File: src/rtl/trax_move_tx_if.sv
// trax_move_tx_if: byte-stream valid/ready link from the move transmitter to the UART/host side
interface trax_move_tx_if;
    logic [7:0] tx_data;
    logic       tx_valid;
    logic       tx_ready;
    modport master (output tx_data, output tx_valid, input tx_ready);
    modport slave  (input tx_data, input tx_valid, output tx_ready);
endinterface

File: src/rtl/trax_move_tx.sv
// trax_move_tx: serialises a Trax move as ASCII notation (col, row digits, tile); MOVE_TX_TERM_EN appends CR LF
module trax_move_tx #(
    parameter int COL_W = 5,
    parameter int ROW_W = 7
) (
    input  logic               clk,
    input  logic               reset,
    input  logic               move_start,
    input  logic [COL_W-1:0]   move_col,
    input  logic [ROW_W-1:0]   move_row,
    input  logic [1:0]         move_tile,
    trax_move_tx_if.master     tx,
    output logic               busy,
    output logic               done,
    output logic               err
);
`ifdef MOVE_TX_TERM_EN
    typedef enum logic [3:0] {IDLE, CHECK, CONV, SEND_COL, SEND_TENS, SEND_ONES, SEND_TILE, SEND_CR, SEND_LF, FIN} state_t;
`else
    typedef enum logic [3:0] {IDLE, CHECK, CONV, SEND_COL, SEND_TENS, SEND_ONES, SEND_TILE, FIN} state_t;
`endif
    state_t             state;
    logic [COL_W-1:0]   col_q;
    logic [ROW_W-1:0]   rem;
    logic [1:0]         tile_q;
    logic [3:0]         tens;
    logic [7:0]         col_char, tens_char, ones_char, tile_char;
    assign col_char  = 8'h40 + 8'(col_q);
    assign tens_char = 8'h30 + {4'h0, tens};
    assign ones_char = 8'h30 + 8'(rem);
    assign tile_char = tile_q == 2'd0 ? 8'h2B : tile_q == 2'd1 ? 8'h2F : 8'h5C;
    // Frame sequencer: validates, converts row by repeated subtraction, then streams bytes with held data
    always_ff @(posedge clk) begin
        if (reset) begin
            state       <= IDLE;
            tx.tx_data  <= '0;
            tx.tx_valid <= 1'b0;
            busy        <= 1'b0;
            done        <= 1'b0;
            err         <= 1'b0;
            col_q       <= '0;
            rem         <= '0;
            tile_q      <= '0;
            tens        <= '0;
        end else begin
            done <= 1'b0;
            err  <= 1'b0;
            case (state)
                IDLE: if (move_start) begin
                    col_q  <= move_col;
                    rem    <= move_row;
                    tile_q <= move_tile;
                    busy   <= 1'b1;
                    state  <= CHECK;
                end
                CHECK: if (col_q > COL_W'(26) || rem > ROW_W'(99) || tile_q == 2'd3) begin
                    err   <= 1'b1;
                    busy  <= 1'b0;
                    state <= IDLE;
                end else begin
                    tens  <= '0;
                    state <= CONV;
                end
                CONV: if (rem >= ROW_W'(10)) begin
                    rem  <= rem - ROW_W'(10);
                    tens <= tens + 4'd1;
                end else begin
                    tx.tx_valid <= 1'b1;
                    tx.tx_data  <= col_char;
                    state       <= SEND_COL;
                end
                SEND_COL: if (tx.tx_ready) begin
                    tx.tx_data <= tens != 4'd0 ? tens_char : ones_char;
                    state      <= tens != 4'd0 ? SEND_TENS : SEND_ONES;
                end
                SEND_TENS: if (tx.tx_ready) begin
                    tx.tx_data <= ones_char;
                    state      <= SEND_ONES;
                end
                SEND_ONES: if (tx.tx_ready) begin
                    tx.tx_data <= tile_char;
                    state      <= SEND_TILE;
                end
`ifdef MOVE_TX_TERM_EN
                SEND_TILE: if (tx.tx_ready) begin
                    tx.tx_data <= 8'h0D;
                    state      <= SEND_CR;
                end
                SEND_CR: if (tx.tx_ready) begin
                    tx.tx_data <= 8'h0A;
                    state      <= SEND_LF;
                end
                SEND_LF: if (tx.tx_ready) begin
                    tx.tx_valid <= 1'b0;
                    done        <= 1'b1;
                    state       <= FIN;
                end
`else
                SEND_TILE: if (tx.tx_ready) begin
                    tx.tx_valid <= 1'b0;
                    done        <= 1'b1;
                    state       <= FIN;
                end
`endif
                FIN: begin
                    busy  <= 1'b0;
                    state <= IDLE;
                end
                default: state <= IDLE;
            endcase
        end
    end
endmodule

File: src/flat_wrapper.sv
// flat-port wrapper written by rule: the top's interface ports become plain ports
module trax_move_tx_flat 
#(
    parameter int COL_W = 5,
    parameter int ROW_W = 7
)
  (clk, reset, move_start, move_col, move_row, move_tile, busy, done, err, tx_tx_data, tx_tx_valid, tx_tx_ready);
  trax_move_tx_if tx_i ();
  input  logic clk;
  input  logic reset;
  input  logic move_start;
  input  logic [COL_W-1:0] move_col;
  input  logic [ROW_W-1:0] move_row;
  input  logic [1:0] move_tile;
  output logic busy;
  output logic done;
  output logic err;
  output wire logic [$bits(tx_i.tx_data)-1:0] tx_tx_data;
  output wire logic [$bits(tx_i.tx_valid)-1:0] tx_tx_valid;
  input wire logic [$bits(tx_i.tx_ready)-1:0] tx_tx_ready;
  assign tx_tx_data = tx_i.tx_data;
  assign tx_tx_valid = tx_i.tx_valid;
  assign tx_i.tx_ready = tx_tx_ready;
  trax_move_tx #(.COL_W(COL_W), .ROW_W(ROW_W)) u_core (.clk(clk), .reset(reset), .move_start(move_start), .move_col(move_col), .move_row(move_row), .move_tile(move_tile), .tx(tx_i), .busy(busy), .done(done), .err(err));
endmodule
File: config.mk
export PLATFORM = sky130hd
export DESIGN_NAME = trax_move_tx_flat
export DESIGN_NICKNAME = d
export VERILOG_FILES = /design/src/rtl/trax_move_tx_if.sv /design/src/rtl/trax_move_tx.sv /design/src/flat_wrapper.sv
export SDC_FILE = /design/constraint.sdc
export NUM_CORES = 1
export LEC_CHECK = 0
export ABC_AREA = 1
export CORE_AREA = 4 4 67 69
export DETAILED_ROUTE_END_ITERATION = 16
export DIE_AREA = 0 0 71 73
export PLACE_DENSITY = 0.77
export SKIP_CTS_REPAIR_TIMING = 1
export SYNTH_ARGS = -nofsm -noshare
export SYNTH_HDL_FRONTEND = slang
export SYNTH_SLANG_ARGS = --single-unit
File: constraint.sdc
create_clock -name clk -period 1.7 [get_ports clk]
set_input_delay 0.255 -clock clk [delete_from_list [all_inputs] [get_ports clk]]
set_output_delay 0.255 -clock clk [all_outputs]
set_load 0.005 [all_outputs]
==> flow_summary.yaml, run 1 <==
outcome:
  status: "finished clean"
critical_path:
  max_stage_delay_ns: 0.34
  crit_cells: 13
  critPathRequiredTime_ns: 1.89
  path_delay_family: "simple AND/OR/NAND/NOR gates"
  path_class: "flip-flop to flip-flop"
  r2r_cells: 13
  cp_num_buf_inv: 3
  crit_fanout: 7
  slowest_stage: "dfxtp_2"
  path_common_cell: "nand2_2"
  end_kind: "flip-flop"
  cp_cell_sequence: "inv_2, ha_4, inv_1, nand2_2, nand2_2, nor2_2, nand2_2, nand2_8, nand3_4, nor2_1, nand2_1, nand2_1, inv_1"
  crit_path_start_kind: "flip-flop"
  crit_arrival_ns: 1.84
power:
  p_int_mw: 2.76
  irDropWorstVdd_mv: 1.20
  power_density_nw_per_um2: 1990
  p_clk_share_pct: 12.7
  p_leak_nw: 1.20
  p_sw_mw: 2.45
  switching_share_pct: 47.1
  p_comb_share_pct: 61.2
  pwr-share-seq_pct: 26.1
floorplanning:
  die-width_microns: 71
  io_pins: 30
  dieArea_sq_um: 5180
  die_h_microns: 73
  rows: 23
  start_util_pct: 51.6
  coreArea_sq_um: 3910
clock_tree:
  cts_root_buffer: "clkbuf_8"
  cts_buffers: 5
  cts_tree: "done"
  cts_sinks: 33
  cts.clk_slew.worst_paths_ns: 0.07
  clockBufferDepth: 2
  htreeDepth: 2
  worstSkewPairLatency_ns: 0.29
synth:
  syn_avg_cell_area_sq_um: 6.60
  synth_most_common_cell: "nand2_1"
  ys_warn_count: 0
  syn_inst: 306
  synth_enable_flop_cells: 0
  netlist_area_sq_um: 2020
  netlist.area_leader.share_pct: 32.7
  synth_top_cell_by_area: "dfxtp_1"
  ys_seq_area_share_pct: 32.7
  synth-async-reset-ratio_pct: 0
  netlist_top_cells_count: "nand2_1, inv_1, nor2_1"
  syn_nets: 331
  ys_ff_latch: 33
  ys.flop_type: "dfxtp_1"
  ys_types: 31
  yosys-top-cells-area: "dfxtp_1, nand2_1, a21oi_1"
timing:
  fin_ws_ns: 0.0493
  finalHoldViolations: 0
  maxClockFrequency_ghz: 0.606
  final_max_slew_viol_count: 0
  finalCritPeriodShare_pct: 97.1
  tns_ns: 0
  timing.hold.ws_ns: 0.473
  finalClockSkew_ns: 0.00596
  setup_viol: 0
  tightest_slew_ns: 0.303
  maxSlewHeadroom_pct: 79.6
  fin_crit_ns: 1.65
layout:
  drive_gt1_share_pct: 19.5
  syn_to_final_growth_pct: 29.3
  nets: 373
  final-instance-count-excl-fill: 399
  register_area_sq_um: 664
  fin_util_pct: 66.7
  antenna_cells: 0
  multi_input_area_sq_um: 1230
  fillers: 361
placed_design:
  dp_hpwl_mm: 3.79
  port_buffers: 29
  gp_congestion: 0.898
  placed_cells: 386
  place_ws_ns: -0.0131
route:
  drcViolationCount: 0
  avgRoutedWirePerCell_microns: 13.4
  vias: 2088
  routed_via_density: 5.23
  ant_nets: 0
  drt_wl_total_mm: 5.34
  drt_pass1_iterations: 4
  drt_iter0_markers: 162
min_path:
  min_path_cells: 2
  hold_class: "flip-flop to flip-flop"
global_routing:
  track_usage_pct: 21.4
  grt_pass1_wl_mm: 8.79
  antenna_found_initial: 0
  grt_overflow: 0
  grt_max_degree: 27
  grt_pass1_vias: 1930
job:
  cap_violations: 0
## worst paths after layout
| path | from | end | slack, ns |
|---|---|---|---|
| max reg2reg | u_core.rem[1] | u_core.state[1] | 0.05 |
| min reg2reg | u_core.tx.tx_valid | u_core.tx.tx_valid | 0.47 |
| max | u_core.rem[1] | u_core.state[1] | 0.05 |
| min | u_core.tx.tx_valid | u_core.tx.tx_valid | 0.47 |
## cell type report
| cell class | count | area share, % |
|---|---|---|
| multi-input combinational | 224 | 47.1 |
| sequential | 33 | 25.4 |
| timing repair buffer | 43 | 15.1 |
| inverter | 41 | 6.09 |
| clock buffer | 7 | 3.69 |
| tap | 50 | 2.40 |
| clock inverter | 1 | 0.192 |
## worst min-delay path: stages, from the launching register on
cell and delay, ns:
dfxtp_1 0.31, o21ai_0 0.06, a21oi_1 0.06
## power by group through the flow
stage | Clock [mW] | Combinational, mW | Sequential (mW)
2_1_floorplan | 0 | 2.01 | 1.30
3_3_place_gp | 0 | 2.66 | 1.34
3_5_place_dp | 0 | 2.71 | 1.35
4_1_cts | 0.671 | 2.75 | 1.33
5_1_grt | 0.705 | 3.57 | 1.40
6_report | 0.663 | 3.19 | 1.36
## routing by layer
| layer | up-vias | track usage [%] | wire length (microns) |
|---|---|---|---|
| li1 | 1077 | - | - |
| met5 | - | 0 | 0 |
| met3 | 17 | 4.55 | 325 |
| met4 | 0 | 9.39 | 172 |
| met2 | 74 | 35.2 | 2530 |
| met1 | 920 | 27.0 | 2310 |
## cell families after synthesis
logic type / synth area share (%)
buffers and inverters: 10.8
adder cells (fa/ha/maj): 4.34
AO/OA/AOI/OAI: 18.7
XOR/XNOR: 0.434
flip-flops: 32.7
AND/OR/NAND/NOR: 33.0
## registers in the layout, summed over array words and instances (netlist names)
name,cells
u_core.rem,7
u_core.err,1
u_core.state,3
u_core.tens,4
u_core.tile_q,2
u_core.col_q,5
u_core.tx.tx_valid,1
u_core.tx.tx_data,8
u_core.busy,1
u_core.done,1
## through the flow
stage	cell area (sq um)	total power, mW
6_report	2610	5.21
5_1_grt	2610	5.67
4_1_cts	2480	4.76
3_5_place_dp	2380	4.06
3_3_place_gp	2380	4.00
2_1_floorplan	2020	3.31
## placed cells by master, fill, tap and decap left out, types with 8 or more instances in the layout
master	count
nand3_1	13
nand2_2	11
nor2_1	34
a21oi_1	33
buf_4	14
o21ai_0	24
nor2_2	8
nand2_1	61
dfxtp_1	30
clkdlybuf4s50_1	29
inv_1	33
(Power assumes the default switching activity.)
==> inputs of run 2 (changes only) <==
==> constraint.sdc (replaced) <==
create_clock -name clk -period 1.7 [get_ports clk]
set_input_delay 0.17 -clock clk [delete_from_list [all_inputs] [get_ports clk]]
set_output_delay 0.17 -clock clk [all_outputs]
set_load 0.005 [all_outputs]
==> run 2 against run 1 <==
  * Core utilization shrank 0.90 points
  * Die area is the same
  * Global-route usage shrank 0.80 points
  * Largest cell class unchanged
  * Clock skew grew 0.0023 ns
  * Highest routed layer unchanged
  * Routed wire length shrank 0.39%
  * Critical path depth is the same
==> flow_summary.yaml, run 2 (same netlist as run 1, synthesis figures left out) <==
outcome:
  status: "finished clean"
layout:
  drive_gt1_share_pct: 19.6
  nets: 371
  syn_to_final_growth_pct: 27.6
  final_cell_area_sq_um: 2580
  final_common_cell: "nand2_1"
  final-instance-count-excl-fill: 397
  antenna_cells: 0
  regMostFlops: "u_core.tx.tx_data"
  largest_register_ffs: 8
  layout_common_cells: "nand2_1, inv_1, nor2_1, a21oi_1"
  reg_top3: "u_core.tx.tx_data: 8 flops, u_core.rem: 7 flops, u_core.col_q: 5 flops"
timing:
  setup_viol: 0
  finalHoldViolations: 0
  rsz0062_at_grt: "true"
  finalClockSkew_ns: 0.00825
  maxClockFrequency_ghz: 0.609
  maxSlewHeadroom_pct: 80.4
  tightest_slew_ns: 0.290
  final_max_slew_viol_count: 0
  finalCritPeriodShare_pct: 96.6
  fin_crit_ns: 1.64
power:
  total_power_mw: 5.06
  p_sw_mw: 2.39
  p_comb_share_pct: 60.1
  p_clk_share_pct: 13.2
  p_int_mw: 2.67
  switching_share_pct: 47.3
  irDropWorstVdd_mv: 1.02
  pwr-share-seq_pct: 26.7
  power_density_nw_per_um2: 1960
  p_leak_nw: 1.20
global_routing:
  antenna_found_initial: 0
  grt_pass1_wl_mm: 8.42
  track_usage_pct: 20.6
  grt_overflow: 0
  grt_pass1_vias: 1897
  grt_max_degree: 27
min_path:
  hold-path-endpoint: "u_core.rem[0]"
  min_from: "move_row[0]"
  hold_class: "primary input to flip-flop"
  min_path_cells: 3
critical_path:
  critPathRequiredTime_ns: 1.90
  path_class: "flip-flop to flip-flop"
  rrSetupSlack_ns: 0.06
  timing.rr.end: "u_core.state[1]"
  crit_path_start_kind: "flip-flop"
  r2r_cells: 13
  crit_arrival_ns: 1.84
  crit_fanout: 7
  worstReg2RegStart: "u_core.rem[1]"
  end_kind: "flip-flop"
placed_design:
  placed_cells: 387
  dp_hpwl_mm: 3.76
  port_buffers: 29
  dpl_cell_area_sq_um: 2390
  gp_congestion: 0.879
route:
  drt_pass1_iterations: 4
  ant_nets: 0
  avgRoutedWirePerCell_microns: 13.4
  drt_iter0_markers: 154
  drt_wl_total_mm: 5.31
  vias: 2090
  drcViolationCount: 0
  routed_via_density: 5.26
clock_tree:
  cts_root_buffer: "clkbuf_8"
  clockBufferDepth: 2
  cts_buffers: 5
  cts_tree: "done"
  cts.clk_slew.worst_paths_ns: 0.07
  cts_sinks: 33
  worstSkewPairLatency_ns: 0.29
  htreeDepth: 2
floorplanning:
  dieArea_sq_um: 5180
  io_pins: 30
  rows: 23
  die_h_microns: 73
  die-width_microns: 71
  start_util_pct: 51.6
  coreArea_sq_um: 3910
job:
  cap_violations: 0
[run 2: how the worst max path moves through the flow]
| stage | start | slack, ns | depth (start not counted) | to |
|---|---|---|---|---|
| detailed placement | u_core.rem[4] | 0.005 | 8 | u_core.tx.tx_data[3] |
| floorplan | u_core.rem[2] | 0.11 | 12 | u_core.tx.tx_data[5] |
| CTS | u_core.rem[2] | -0.01 | 13 | u_core.state[1] |
| global placement | u_core.rem[4] | 0.07 | 8 | u_core.tx.tx_data[3] |
| global route | u_core.rem[1] | -0.08 | 13 | u_core.state[1] |
| finish | u_core.rem[1] | 0.06 | 13 | u_core.state[1] |
[run 2: stage by stage]
stage	hold slack, ns	TNS (ns)	util (%)	worst slack [ns]
2_1_floorplan	0.305	0	-	0.109
5_1_grt	0.457	-0.244	65.8	-0.0809
3_5_place_dp	0.472	0	61.1	0.00509
4_1_cts	0.449	-0.0159	63.7	-0.0137
6_report	0.450	0	65.8	0.0575
3_3_place_gp	0.466	0	61.1	0.0677
[run 2: final cells by class]
| cell class | instances | area (sq um) |
|---|---|---|
| timing repair buffer | 41 | 380 |
| clock buffer | 7 | 96.3 |
| clock inverter | 1 | 5.00 |
| tap | 50 | 62.6 |
| inverter | 41 | 154 |
| multi-input combinational | 224 | 1210 |
| sequential | 33 | 666 |
| fill | 351 | 1340 |
[run 2: routing by layer]
metal  share of wire, %  wire length, microns  vias to the layer above  global-route usage, %
met5                  0                     0                        -                      0
met1                 43                  2280                      945                   24.8
met4                1.7                    92                        0                   9.39
met2                 50                  2650                       67                   34.4
li1                   -                     -                     1068                      -
met3                5.6                   296                       10                   5.51
[run 2: power by group through the flow]
stage          combinational (mW)  clock (mW)  sequential, mW
6_report                     3.04       0.669            1.35
5_1_grt                      3.42       0.702            1.39
3_3_place_gp                 2.69           0            1.33
3_5_place_dp                 2.74           0            1.35
2_1_floorplan                2.01           0            1.30
4_1_cts                      2.77       0.682            1.33
[run 2: worst max-delay path, stage by stage, from the launching register on]
cell	delay, ns
dfxtp_2	0.33
inv_1	0.07
ha_2	0.18
inv_1	0.05
nand2_2	0.07
nand2_2	0.08
nor2_4	0.11
nand2_2	0.08
nand2_4	0.16
nand3_4	0.12
nor2_2	0.11
nand2_1	0.07
nand2_1	0.09
inv_1	0.04
==> inputs of run 3 (changes only) <==
Settings changed: ABC_AREA 1 to default, CORE_AREA 4 4 67 69 to 4 4 66 68, DIE_AREA 0 0 71 73 to 0 0 70 72, PLACE_DENSITY 0.77 to 0.78.
==> run 3 against run 2 <==
  * Critical endpoint is now u_core.tx.tx_data[2]
  * The flow now finishes with violations (setup timing)
  * Clock skew fell by 0.0040 ns
  * Hold slack got worse by 0.028 ns
  * Highest routed layer unchanged
  * Non-clock buffer count up 45
  * Clock-buffer cell count down 1
  * Global-route usage is 5.0 points higher
  * Combinational power fell by 59%
  * Largest cell class unchanged
  * Power fell by 45%
  * Register-to-register slack worse by 0.31 ns
  * Synthesized area down 2.1%
  * Core utilization up 13 points
  * Maximum frequency is 16% lower
  * Cell area is 18% higher
==> flow_summary.yaml, run 3 <==
outcome:
  status: "complete, but fails checks"
  violations: "setup timing"
placed_design:
  placed_cells: 362
  port_buffers: 29
  gp_congestion: 0.946
  dp_hpwl_mm: 4.71
  dpl_cell_area_sq_um: 2680
global_routing:
  grt_pass1_wl_mm: 10.3
  grt_max_degree: 21
  grt_pass1_vias: 2143
  track_usage_pct: 25.6
  antenna_found_initial: 0
  grt_overflow: 0
floorplanning:
  coreArea_sq_um: 3860
  rows: 23
  die-width_microns: 70
  die_h_microns: 72
  dieArea_sq_um: 5040
  io_pins: 30
  start_util_pct: 51.3
critical_path:
  end_kind: "flip-flop"
  crit_path_start_kind: "flip-flop"
  crit_fanout: 5
  critPathRequiredTime_ns: 1.88
  path_class: "flip-flop to flip-flop"
  rrSetupSlack_ns: -0.25
  crit_arrival_ns: 2.13
clock_tree:
  cts_root_buffer: "clkbuf_8"
  worstSkewPairLatency_ns: 0.29
  cts.clk_slew.worst_paths_ns: 0.07
  cts_buffers: 5
  htreeDepth: 2
  clockBufferDepth: 2
  cts_sinks: 33
  cts_tree: "done"
timing:
  final_max_slew_viol_count: 0
  fin_crit_ns: 1.95
  tns_ns: -1.71
  finalCritPeriodShare_pct: 115
  finalHoldViolations: 0
  setup_viol: 17
  maxClockFrequency_ghz: 0.513
  finalClockSkew_ns: 0.00423
  tightest_slew_ns: 0.472
  maxSlewHeadroom_pct: 68.1
  fin_ws_ns: -0.250
  rsz0062_at_grt: "true"
job:
  cap_violations: 0
route:
  vias: 2416
  drcViolationCount: 0
  avgRoutedWirePerCell_microns: 19.1
  routed_via_density: 6.39
  drt_wl_total_mm: 7.22
  drt_pass1_iterations: 5
  drt_iter0_markers: 356
  ant_nets: 0
synth:
  ys_seq_area_share_pct: 33.4
  synth_top_cell_by_area: "dfxtp_1"
  yosys-top-cells-area: "dfxtp_1, nand2_1, a21oi_1"
  syn_nets: 274
  netlist_top_cells_count: "dfxtp_1, nand2_1, a21oi_1"
  syn_avg_cell_area_sq_um: 7.94
  ys_warn_count: 0
  ys_types: 60
  synth_enable_flop_cells: 0
  netlist_area_sq_um: 1980
  synth-async-reset-ratio_pct: 0
  ys.flop_type: "dfxtp_1"
  netlist.area_leader.share_pct: 33.4
  syn_inst: 249
  ys_ff_latch: 33
layout:
  final-instance-count-excl-fill: 378
  fillers: 256
  fin_util_pct: 78.6
  nets: 352
  regMostFlops: "u_core.tx.tx_data"
  reg_top3: "u_core.tx.tx_data: 8 flops, u_core.rem: 7 flops, u_core.col_q: 5 flops"
  multi_input_area_sq_um: 1430
  final_cell_area_sq_um: 3030
  antenna_cells: 0
  drive_gt1_share_pct: 33.5
  largest_register_ffs: 8
  final_common_cell: "buf_4"
  syn_to_final_growth_pct: 53.3
  layout_common_cells: "buf_4, nand2_1, dfxtp_1, clkdlybuf4s50_1, a21oi_1"
  register_area_sq_um: 664
power:
  irDropWorstVdd_mv: 0.773
  power_density_nw_per_um2: 910
  p_leak_nw: 1.15
min_path:
  hold_class: "primary input to flip-flop"
==> run 3: changes by cell type in the layout (fill, tap and decap cells not counted), moves of 12 or more <==
cell	previous run	this run
inv_1	34	7
nand2_1	60	32
o21ai_0	25	10
nor2_1	33	13
buf_4	12	50
a21oi_1	33	21
==> run 3: where the power goes <==
group          internal (mW)  total, mW  switching [mW]
clock                  0.284      0.583           0.299
sequential             0.854      0.925          0.0714
combinational          0.599       1.25           0.651
==> run 3: critical path, cell delays in order, from the launching register on <==
cell	delay, ns
dfxtp_2	0.34
inv_2	0.07
ha_4	0.14
nor2b_4	0.05
or4_4	0.50
nor3_4	0.20
buf_4	0.16
nor3_1	0.06
nor3_1	0.30
==> run 3: through the flow <==
step,hold slack [ns],power (mW),setup WS [ns]
after floorplan,0.306,1.47,-0.00839
after global placement,0.453,1.89,-0.0846
after detailed placement,0.457,1.91,-0.0873
after CTS,0.423,2.49,-0.101
after global routing,0.432,2.89,-0.326
final,0.422,2.76,-0.250
==> run 3: metal layers <==
| layer | share of wire (%) | GRT usage [%] |
|---|---|---|
| met3 | 9.0 | 5.68 |
| met1 | 40 | 33.6 |
| met2 | 46 | 40.1 |
| met5 | 0 | 0 |
| met4 | 5.2 | 12.8 |
==> run 3: worst paths after layout <==
check	startpoint	endpoint	cells after the start
worst max register to register	u_core.rem[1]	u_core.tx.tx_data[2]	8
worst max-delay path	u_core.rem[1]	u_core.tx.tx_data[2]	8
worst min-delay path	move_col[0]	u_core.col_q[0]	3
worst min register to register	u_core.tx.tx_data[5]	u_core.tx.tx_data[5]	2
==> run 3: kinds of logic after synthesis <==
family | Yosys count | share of synthesized area, %
mux | 1 | 0.506
xor+xnor | 3 | 1.33
compound gates | 81 | 28.6
flops | 33 | 33.4
buf+inv | 26 | 5.25
simple gates | 98 | 26.5
fa+ha+maj | 7 | 4.43
==> run 3: final cells by class <==
cell class / count / share of cell area (%)
multi-input cells: 190 / 47.3
repair buffers: 86 / 24.6
flip-flops and latches: 33 / 21.9
clock buffers: 6 / 2.39
well taps: 50 / 2.06
inverters: 11 / 1.45
clock inverters: 2 / 0.330
